### config.mk
export PLATFORM = sky130hd
export DESIGN_NAME = servo_frame_ctrl
export DESIGN_NICKNAME = d
export VERILOG_FILES = /design/src/rtl/servo_frame_ctrl.sv
export SDC_FILE = /design/constraint.sdc
export NUM_CORES = 1
export LEC_CHECK = 0
export ABC_AREA = 1
export CAP_MARGIN = 15
export CORE_ASPECT_RATIO = 1.25
export CORE_UTILIZATION = 64
export CTS_CLUSTER_SIZE = 8
export DETAILED_ROUTE_END_ITERATION = 10
export HOLD_SLACK_MARGIN = 0.05
export PLACE_DENSITY_LB_ADDON = 0.15
export SYNTH_ARGS = -nofsm -noshare
export SYNTH_HDL_FRONTEND = slang
export SYNTH_SLANG_ARGS = --single-unit
### constraint.sdc
create_clock -name clk -period 9.4 [get_ports clk]
set_input_delay 1.41 -clock clk [delete_from_list [all_inputs] [get_ports clk]]
set_output_delay 1.41 -clock clk [all_outputs]
set_load 0.01 [all_outputs]
### src/rtl/servo_frame_ctrl.sv
// ============================================================================
//  Module   : servo_frame_ctrl
//  Purpose  : Frame/position controller feeding a servo PWM stage. Generates a
//             prescaled frame counter, and updates the commanded position
//             once per frame, either tracking a handshaked target (rate
//             limited to STEP per frame) or sweeping between two bounds.
//  Ports    : clk, rst         - clock, synchronous active-high reset
//             run              - enable frame generation
//             sweep            - 1 = autonomous sweep, 0 = track target
//             tgt_deg/valid    - target offer (valid/ready)
//             tgt_ready        - 1-entry target buffer empty
//             cntr, deg, en    - frame counter, position, enable to PWM stage
//             frame_start      - one-cycle pulse when cntr wraps to 0
//             at_target        - deg equals the active target (tracking only)
//  Revision : 1.0 - initial release
// ============================================================================
`default_nettype none

module servo_frame_ctrl #(
    parameter int CNTR_WIDTH = 11,
    parameter int CLK_DIV    = 50,
    parameter int STEP       = 1,
    parameter int SWEEP_MIN  = 0,
    parameter int SWEEP_MAX  = 255,
    parameter int DEG_RESET  = 128
) (
    input  logic                  clk,
    input  logic                  rst,
    input  logic                  run,
    input  logic                  sweep,
    input  logic [7:0]            tgt_deg,
    input  logic                  tgt_valid,
    output logic                  tgt_ready,
    output logic [CNTR_WIDTH-1:0] cntr,
    output logic [7:0]            deg,
    output logic                  en,
    output logic                  frame_start,
    output logic                  at_target
);

    localparam int              c_PW         = (CLK_DIV > 1) ? $clog2(CLK_DIV) : 1;
    localparam logic [c_PW-1:0] c_PRESC_LAST = c_PW'(CLK_DIV - 1);
    localparam logic [7:0]      c_STEP8      = 8'(STEP);
    localparam logic [9:0]      c_STEP10     = 10'(STEP);
    localparam logic [7:0]      c_SMIN       = 8'(SWEEP_MIN);
    localparam logic [7:0]      c_SMAX       = 8'(SWEEP_MAX);
    localparam logic [7:0]      c_DEG_RST    = 8'(DEG_RESET);

    typedef enum logic [1:0] {
        S_IDLE       = 2'd0,
        S_TRACK      = 2'd1,
        S_SWEEP_UP   = 2'd2,
        S_SWEEP_DOWN = 2'd3
    } state_t;

    state_t                r_state, w_state_n;
    logic [c_PW-1:0]       r_presc, w_presc_n;
    logic [CNTR_WIDTH-1:0] r_cntr,  w_cntr_n;
    logic [7:0]            r_deg,   w_deg_n;
    logic [7:0]            r_active, w_active_n;
    logic                  r_pend,  w_pend_n;
    logic [7:0]            r_pend_deg, w_pend_deg_n;
    logic                  r_en,    w_en_n;
    logic                  r_fs,    w_fs_n;
    logic                  r_at,    w_at_n;

    logic                  w_tick;
    logic                  w_boundary;
    logic [7:0]            w_tgt;
    logic [7:0]            w_trk_deg;
    logic [7:0]            w_up_deg;
    logic                  w_up_turn;
    logic [7:0]            w_dn_deg;
    logic                  w_dn_turn;

    assign w_tick     = (r_presc == c_PRESC_LAST);
    assign w_boundary = w_tick && (r_cntr == {CNTR_WIDTH{1'b1}});
    // A pending target becomes active at the boundary, so the step is aimed at it.
    assign w_tgt      = r_pend ? r_pend_deg : r_active;

    // Per-frame position candidates. Comparisons are done on widened values so
    // the +/-STEP never wraps; the selected 8-bit result is always in range.
    always_comb begin
        w_trk_deg = r_deg;
        w_up_deg  = r_deg;
        w_up_turn = 1'b0;
        w_dn_deg  = r_deg;
        w_dn_turn = 1'b0;

        if (w_tgt > r_deg) begin
            if ({2'b00, r_deg} + c_STEP10 >= {2'b00, w_tgt}) w_trk_deg = w_tgt;
            else                                             w_trk_deg = r_deg + c_STEP8;
        end else if (w_tgt < r_deg) begin
            if ({2'b00, r_deg} <= {2'b00, w_tgt} + c_STEP10) w_trk_deg = w_tgt;
            else                                             w_trk_deg = r_deg - c_STEP8;
        end

        // Below-range entry clamps up to SWEEP_MIN and keeps rising.
        if (r_deg < c_SMIN) begin
            w_up_deg = c_SMIN;
        end else if ({2'b00, r_deg} + c_STEP10 >= {2'b00, c_SMAX}) begin
            w_up_deg  = c_SMAX;
            w_up_turn = 1'b1;
        end else begin
            w_up_deg = r_deg + c_STEP8;
        end

        // Above-range entry clamps down to SWEEP_MAX and keeps falling.
        if (r_deg > c_SMAX) begin
            w_dn_deg = c_SMAX;
        end else if ({2'b00, r_deg} <= {2'b00, c_SMIN} + c_STEP10) begin
            w_dn_deg  = c_SMIN;
            w_dn_turn = 1'b1;
        end else begin
            w_dn_deg = r_deg - c_STEP8;
        end
    end

    always_comb begin
        w_state_n    = r_state;
        w_presc_n    = r_presc;
        w_cntr_n     = r_cntr;
        w_deg_n      = r_deg;
        w_active_n   = r_active;
        w_pend_n     = r_pend;
        w_pend_deg_n = r_pend_deg;
        w_en_n       = r_en;
        w_fs_n       = 1'b0;
        w_at_n       = r_at;

        if (r_state == S_IDLE) begin
            w_presc_n = '0;
            w_cntr_n  = '0;
            w_en_n    = 1'b0;
            w_at_n    = 1'b0;
            if (run) begin
                w_state_n = sweep ? S_SWEEP_UP : S_TRACK;
                w_en_n    = 1'b1;
            end
        end else if (!run) begin
            w_state_n = S_IDLE;
            w_presc_n = '0;
            w_cntr_n  = '0;
            w_en_n    = 1'b0;
            w_at_n    = 1'b0;
        end else begin
            w_presc_n = w_tick ? '0 : r_presc + c_PW'(1);
            if (w_tick) w_cntr_n = r_cntr + CNTR_WIDTH'(1);
            if (w_boundary) begin
                w_fs_n = 1'b1;
                case (r_state)
                    S_TRACK: begin
                        if (sweep) begin
                            // Mode change only; position moves from the next frame.
                            w_state_n = S_SWEEP_UP;
                            w_at_n    = 1'b0;
                        end else begin
                            w_active_n = w_tgt;
                            w_pend_n   = 1'b0;
                            w_deg_n    = w_trk_deg;
                            w_at_n     = (w_trk_deg == w_tgt);
                        end
                    end
                    S_SWEEP_UP: begin
                        if (!sweep) begin
                            w_state_n  = S_TRACK;
                            w_active_n = r_deg;
                            w_at_n     = 1'b1;
                        end else begin
                            w_deg_n = w_up_deg;
                            if (w_up_turn) w_state_n = S_SWEEP_DOWN;
                        end
                    end
                    default: begin
                        if (!sweep) begin
                            w_state_n  = S_TRACK;
                            w_active_n = r_deg;
                            w_at_n     = 1'b1;
                        end else begin
                            w_deg_n = w_dn_deg;
                            if (w_dn_turn) w_state_n = S_SWEEP_UP;
                        end
                    end
                endcase
            end
        end

        // Buffer accepts whenever empty; consumption above needs it full, so the
        // two never collide and a boundary-cycle transfer waits a whole frame.
        if (tgt_valid && !r_pend) begin
            w_pend_n     = 1'b1;
            w_pend_deg_n = tgt_deg;
        end
    end

    always_ff @(posedge clk) begin
        if (rst) begin
            r_state    <= S_IDLE;
            r_presc    <= '0;
            r_cntr     <= '0;
            r_deg      <= c_DEG_RST;
            r_active   <= c_DEG_RST;
            r_pend     <= 1'b0;
            r_pend_deg <= '0;
            r_en       <= 1'b0;
            r_fs       <= 1'b0;
            r_at       <= 1'b0;
        end else begin
            r_state    <= w_state_n;
            r_presc    <= w_presc_n;
            r_cntr     <= w_cntr_n;
            r_deg      <= w_deg_n;
            r_active   <= w_active_n;
            r_pend     <= w_pend_n;
            r_pend_deg <= w_pend_deg_n;
            r_en       <= w_en_n;
            r_fs       <= w_fs_n;
            r_at       <= w_at_n;
        end
    end

    assign tgt_ready   = ~r_pend;
    assign cntr        = r_cntr;
    assign deg         = r_deg;
    assign en          = r_en;
    assign frame_start = r_fs;
    assign at_target   = r_at;

endmodule

`default_nettype wire

======== Word level (Yosys, flattened, before mapping) ========
Cells that the tools add are included.
word-level totals
  flip-flop bits (word level) ............. 47
  output and inout port bits .............. 23
  word-level logic and storage cells ...... 103
  bits of input ports ..................... 13
operators by class
  bitwise operators ....................... 4
  add/sub/neg operators ................... 6
  multiplexer cells ....................... 44
  $lt $le $gt $ge ......................... 8
  reductions and logical operators ........ 15
  equal/unequal tests ..................... 16
operator list
  cell                                                            number
  2-to-1 mux 8 bit                                                15
  2-to-1 mux 2 bit                                                10
  adder 8 x 1 -> 9 bit, second input constant                     2
  2-to-1 mux 1 bit                                                17
  case mux 8 bit (2 select lines)                                 1
  adder 11 x 1 -> 11 bit, second input constant                   1
  == test 11 bit, second input constant                           1
  >= comparator 10 x 8 -> 1 bit                                   1
  AND reduction 5 bit                                             2
  >= comparator 9 x 8 -> 1 bit, second input constant             1
  less-or-equal comparator 8 x 9 -> 1 bit                         1
  adder 8 x 1 -> 8 bit, second input constant                     1
  == test 8 bit                                                   1
  > comparator 8 bit                                              1
  > comparator 8 bit, second input constant                       1
  less-or-equal comparator 8 x 1 -> 1 bit, second input constant  1
  < comparator 8 x 1 -> 1 bit, second input constant              1
  < comparator 8 bit                                              1
  inequality test 2 x 1 -> 1 bit, second input constant           4
  nonzero test 2 bit                                              4
  subtractor 8 x 1 -> 8 bit, second input constant                1
  adder 6 x 1 -> 6 bit, second input constant                     1
  == test 6 bit, second input constant                            1
  inequality test 2 bit, second input constant                    3
  other kinds (16)                                                20

======== Longest topological paths before layout ========
  depth in word-level cells ............... 10
  depth in mapped cells ................... 28
  gate-level depth less buffers ........... 27

======== Worst setup path before layout ========
Ideal clock, no wire load.
  kind .................................... reg2reg
  start ................................... reg r_pend
  end ..................................... reg r_at, in the netlist at_target
  stages on the path, launching flop included .. 28
  library setup time ...................... 0.067 ns
  required time ........................... 9.333 ns
  path buffers ............................ 1
  clock period less this slack ............ 3.231 ns
  arrival time ............................ 3.165 ns
  slack ................................... 6.169 ns
  cells stage by stage .................... dfxtp_1 > inv_2 > or2_2 > o21ai_1 > inv_1 > ha_1 > nand3_1 > xnor2_1 > ha_1 > nand2_1 > nor2_1 > nand2_1 > nand3_1 > nand2_1 > nand2_1 > nand2_1 > nand2_1 > buf_2 > nand3b_1 > nand3_1 > nand3_2 > nand2_1 > nand2_1 > nand2_1 > nand2_1 > nor2_1 > nand2_1 > a21oi_2
on the way
  word-level cells in the longest chain between the ends .. 9
  elaborated cells between the ends (all ways) .. 13
  classes of those cells .................. add/sub (1); order compare (4); eq/ne (1); mux (7)
RTL lines
  element                                  line  RTL
  start: declaration                       61    logic r_pend, w_pend_n;
  start signal: assignment                 214   r_pend <= w_pend_n;
  2-to-1 mux 8 bit (*)                     79    assign w_tgt = r_pend ? r_pend_deg : r_active;
  adder 8 x 1 -> 9 bit                     94    if ({2'b00, r_deg} <= {2'b00, w_tgt} + c_STEP10) w_trk_deg = w_tgt;
  less-or-equal comparator 8 x 9 -> 1 bit  94
  2-to-1 mux 8 bit                         94
  2-to-1 mux 8 bit                         93    end else if (w_tgt < r_deg) begin
  2-to-1 mux 8 bit                         90    if (w_tgt > r_deg) begin
  == test 8 bit (*)                        161   w_at_n = (w_trk_deg == w_tgt);
  2-to-1 mux 1 bit (*)                     153   if (sweep) begin
  2-to-1 mux 1 bit (*)                     -
  end signal: assignment                   218   r_at <= w_at_n;
  end: declaration                         65    logic r_at, w_at_n;
Every way passes the cells marked *; elsewhere a longest branch is shown, timed or not.
A chain may end at the register's enable or synchronous reset.

======== Final worst setup path ========
Ends and elaborated chain as after synthesis.

==> results by group <==
Critical path
  • Slowest CP cell: dfxtp_1
  • Crit path max-delay family: simple AND/OR/NAND/NOR gates
  • Worst R2R Path Depth: 24
  • Slowest cell delay on critical path: 0.67 ns
  • Crit path buf inv count: 3
  • Worst Path Required: 9.63 ns
  • Top cell by count, worst path: nand2_1
  • CP Depth: 24
  • Critical path peak fanout: 13
  • Critical Path End Type: flip-flop
  • Worst EP arrival: 4.98 ns
  • Critical path type: flip-flop to flip-flop
  • Cells along the critical path: inv_2 -> or2_2 -> o21ai_1 -> inv_1 -> ha_1 -> nand3_1 -> nor2_2 -> nand2_1 -> xor2_1 -> ha_1 -> nand2_1 -> inv_1 -> nand4_1 -> a21boi_2 -> nand2_2 -> nand2_1 -> nand3_1 -> nand4_1 -> nand2_1 -> nor2_1 -> nand2_1 -> nor2_1 -> nand2_1 -> a21oi_2
  • Crit path launch type: flip-flop

Flow run
  • Max-cap violations: 0

Clock tree
  • Latest clock arrival within the worst-skew pair: 0.30 ns
  • CTS tree: yes
  • H-tree Lvls: 2
  • CTS clock-pin slew for the worst setup and hold paths: 0.09 ns
  • Hold-fix buffers, CTS: 0
  • Root Driver: clkbuf_8
  • CTS Buffer Depth: 2
  • CTS Sinks: 47
  • Setup bufs post-CTS: 0
  • Post_cts resized: 0
  • CTS buffer count: 5

Die
  • Starting Density: 0.6636
  • Core area: 6166 sq um
  • Row cnt: 32
  • Full die area: 6719 sq um
  • I/O pins: 36
  • Die Y: slightly above 90 um
  • Die span in x: 73.52 um

Synth
  • Ys async rst share: 0
  • Main synth FF type: dfxtp_1
  • Post-synth EDFFs: 0
  • Synthesized area per cell: about 6.3 sq um
  • Post-Syn Area: ~4000 sq um
  • Fraction of the yosys area taken by sequential cells: 0.2300
  • Syn Nets: 695
  • Yosys Warn Count: 0
  • Synth Register Bits: 47
  • Synth unique cells: 40
  • Syn Inst Count: 645

Routing
  • Drt wl/cell: 15.90 um
  • Via count: 4454
  • DR DRC count: 0
  • Detailed-route vias per instance: 5.915
  • Drt pass-1 iters: 6
  • Routed Antenna Nets: 0
  • 1st-iter DRT viols: 425
  • Drt total wl: 11.97 mm

Run status
  • Status: finished, final reports clean

STA
  • Setup Viol. Count Final: 0
  • Max Slew Vio Count: 0
  • Final setup margin: 4.655 ns
  • RSZ-0062 raised after global routing: false
  • Slew Limit Headroom: 0.3216
  • Worst-margin pin slew: 1.018 ns
  • Final worst path period share: 0.5047
  • Fin crit period: between 4 and 5 ns
  • Clock Skew: 0.01283 ns
  • Max Freq: ~210 MHz
  • Setup_tns: 0 ns
  • Fin. Hold Viols: 0

GRT
  • Initial antenna violation count: 0
  • Vias in the first global route: 4079
  • Global route total overflow: 0
  • First-pass GRT wire length: 19.42 mm
  • Largest net degree at the start of global routing: 27
  • GRT Total Usage: 0.3739

Pwr
  • Peak VDD IR: between 0.0001 and 0.00015 V
  • Pwr dens: around 150 nW/um^2
  • Leakage: 0.002109 uW

Placed design
  • Port bufs: 35
  • Placer Congestion: 1.086
  • Inst Count DP: 745
  • Dpl ws: about 4.8 ns
  • Dpl hpwl: 9.083 mm

Worst hold path
  • Hold path depth: 2
  • Hold Path Class: flip-flop to flip-flop

Cells and area
  • Area delta synth->final: 10.98%
  • Ant. Diodes: 0
  • Nets: 717
  • Non-Filler Instances: 753
  • Layout cells sized above 1: 0.04491
[state kept, by name, summed over array words and instances, names as in the netlist]
signal / count
r_state: 2
r_active: 8
frame_start: 1
r_presc: 6
cntr: 11
en: 1
at_target: 1
r_pend: 1
r_pend_deg: 8
deg: 8
[metal layers]
layer / up-vias / track usage / part of all wire
li1: 2163 / - / -
met1: 2015 / 0.4434 / 0.40
met2: 223 / 0.6154 / 0.47
met3: 53 / 0.05882 / 0.075
met4: 0 / 0.2292 / 0.057
met5: - / 0 / 0
[where the power goes]
part           internal [uW]  switching, uW  leakage, uW
clock                   87.6           72.8    0.0000618
sequential               208           6.95     0.000382
combinational           86.2            201      0.00167
[worst paths after layout]
path | from | endpoint | slack (ns)
setup / recovery | r_pend | at_target | 4.66
setup reg to reg | r_pend | at_target | 4.66
hold reg to reg | r_pend_deg[5] | r_pend_deg[5] | 0.47
hold / removal | r_pend_deg[5] | r_pend_deg[5] | 0.47
[through the flow]
stage	total power [uW]	util	hold slack (ns)	area [sq um]
2_1_floorplan	430.3	-	0.4288	4091
6_report	662.7	0.7364	0.4710	4541
3_5_place_dp	495.2	0.7167	0.4600	4419
5_1_grt	711.6	0.7364	0.4881	4541
3_3_place_gp	491.4	0.7167	0.4461	4419
4_1_cts	653.5	0.7364	0.4744	4541
[cells in the mapped netlist, types with 2 or more instances]
library cell	number	area, sq um
nand3_2	2	20.02
or2_2	2	12.51
o21ai_1	4	20.02
nor2_1	63	236.5
nand3b_1	3	22.52
buf_2	4	20.02
dfxtp_1	47	940.9
xnor2_1	5	43.79
nand4_1	9	56.30
nor3_1	13	65.06
nor3b_1	4	30.03
clkbuf_1	6	22.52
buf_4	7	52.55
o21ai_2	3	26.28
inv_1	92	345.3
nand2_2	2	12.51
o21ai_0	57	285.3
buf_6	3	33.78
ha_1	37	462.9
a21oi_1	43	215.2
nor2_2	3	18.77
xor2_1	12	105.1
inv_2	5	18.77
nand2_1	120	450.4
o211ai_1	11	82.58
nand3_1	72	360.4
nor4_1	3	18.77
[layout by cell type, fill, tap and decap left out, types with 2 or more instances in the layout]
master,n
nor2_2,3
xnor2_1,5
nand3_1,72
nor3b_1,4
nor2_1,63
o21ai_0,57
inv_1,92
inv_2,5
nor3_1,13
xor2_1,12
o21ai_1,4
nand3b_1,3
nand2_1,120
o21ai_2,3
dfxtp_1,47
nand3_2,2
a21oi_1,43
clkdlybuf4s50_1,35
nand4_1,9
or2_2,2
o211ai_1,11
clkbuf_8,6
nor4_1,3
nand2_2,2
ha_1,37
[cell type report]
class | instances | area [sq um]
Clock buffer | 6 | 82.58
Clock inverter | 2 | 38.79
Fill cell | 543 | 1625
Inverter | 98 | 367.9
Multi-Input combinational cell | 480 | 2654
Sequential cell | 47 | 940.9
Tap cell | 85 | 106.4
Timing Repair Buffer | 35 | 350.3
[tightest hold or removal path, cell delays in order, from the launching register on]
cell     delay, ns
dfxtp_1       0.31
inv_1         0.06
a21oi_1       0.06
[cells by family after synthesis]
| family | count (synthesis) | share of synthesized area |
|---|---|---|
| buf+inv | 118 | 0.1214 |
| flops | 47 | 0.2300 |
| simple gates | 301 | 0.3284 |
| xor+xnor | 17 | 0.03639 |
| fa+ha+maj | 37 | 0.1131 |
| compound gates | 125 | 0.1706 |
Power figures use the tool's default switching activity.
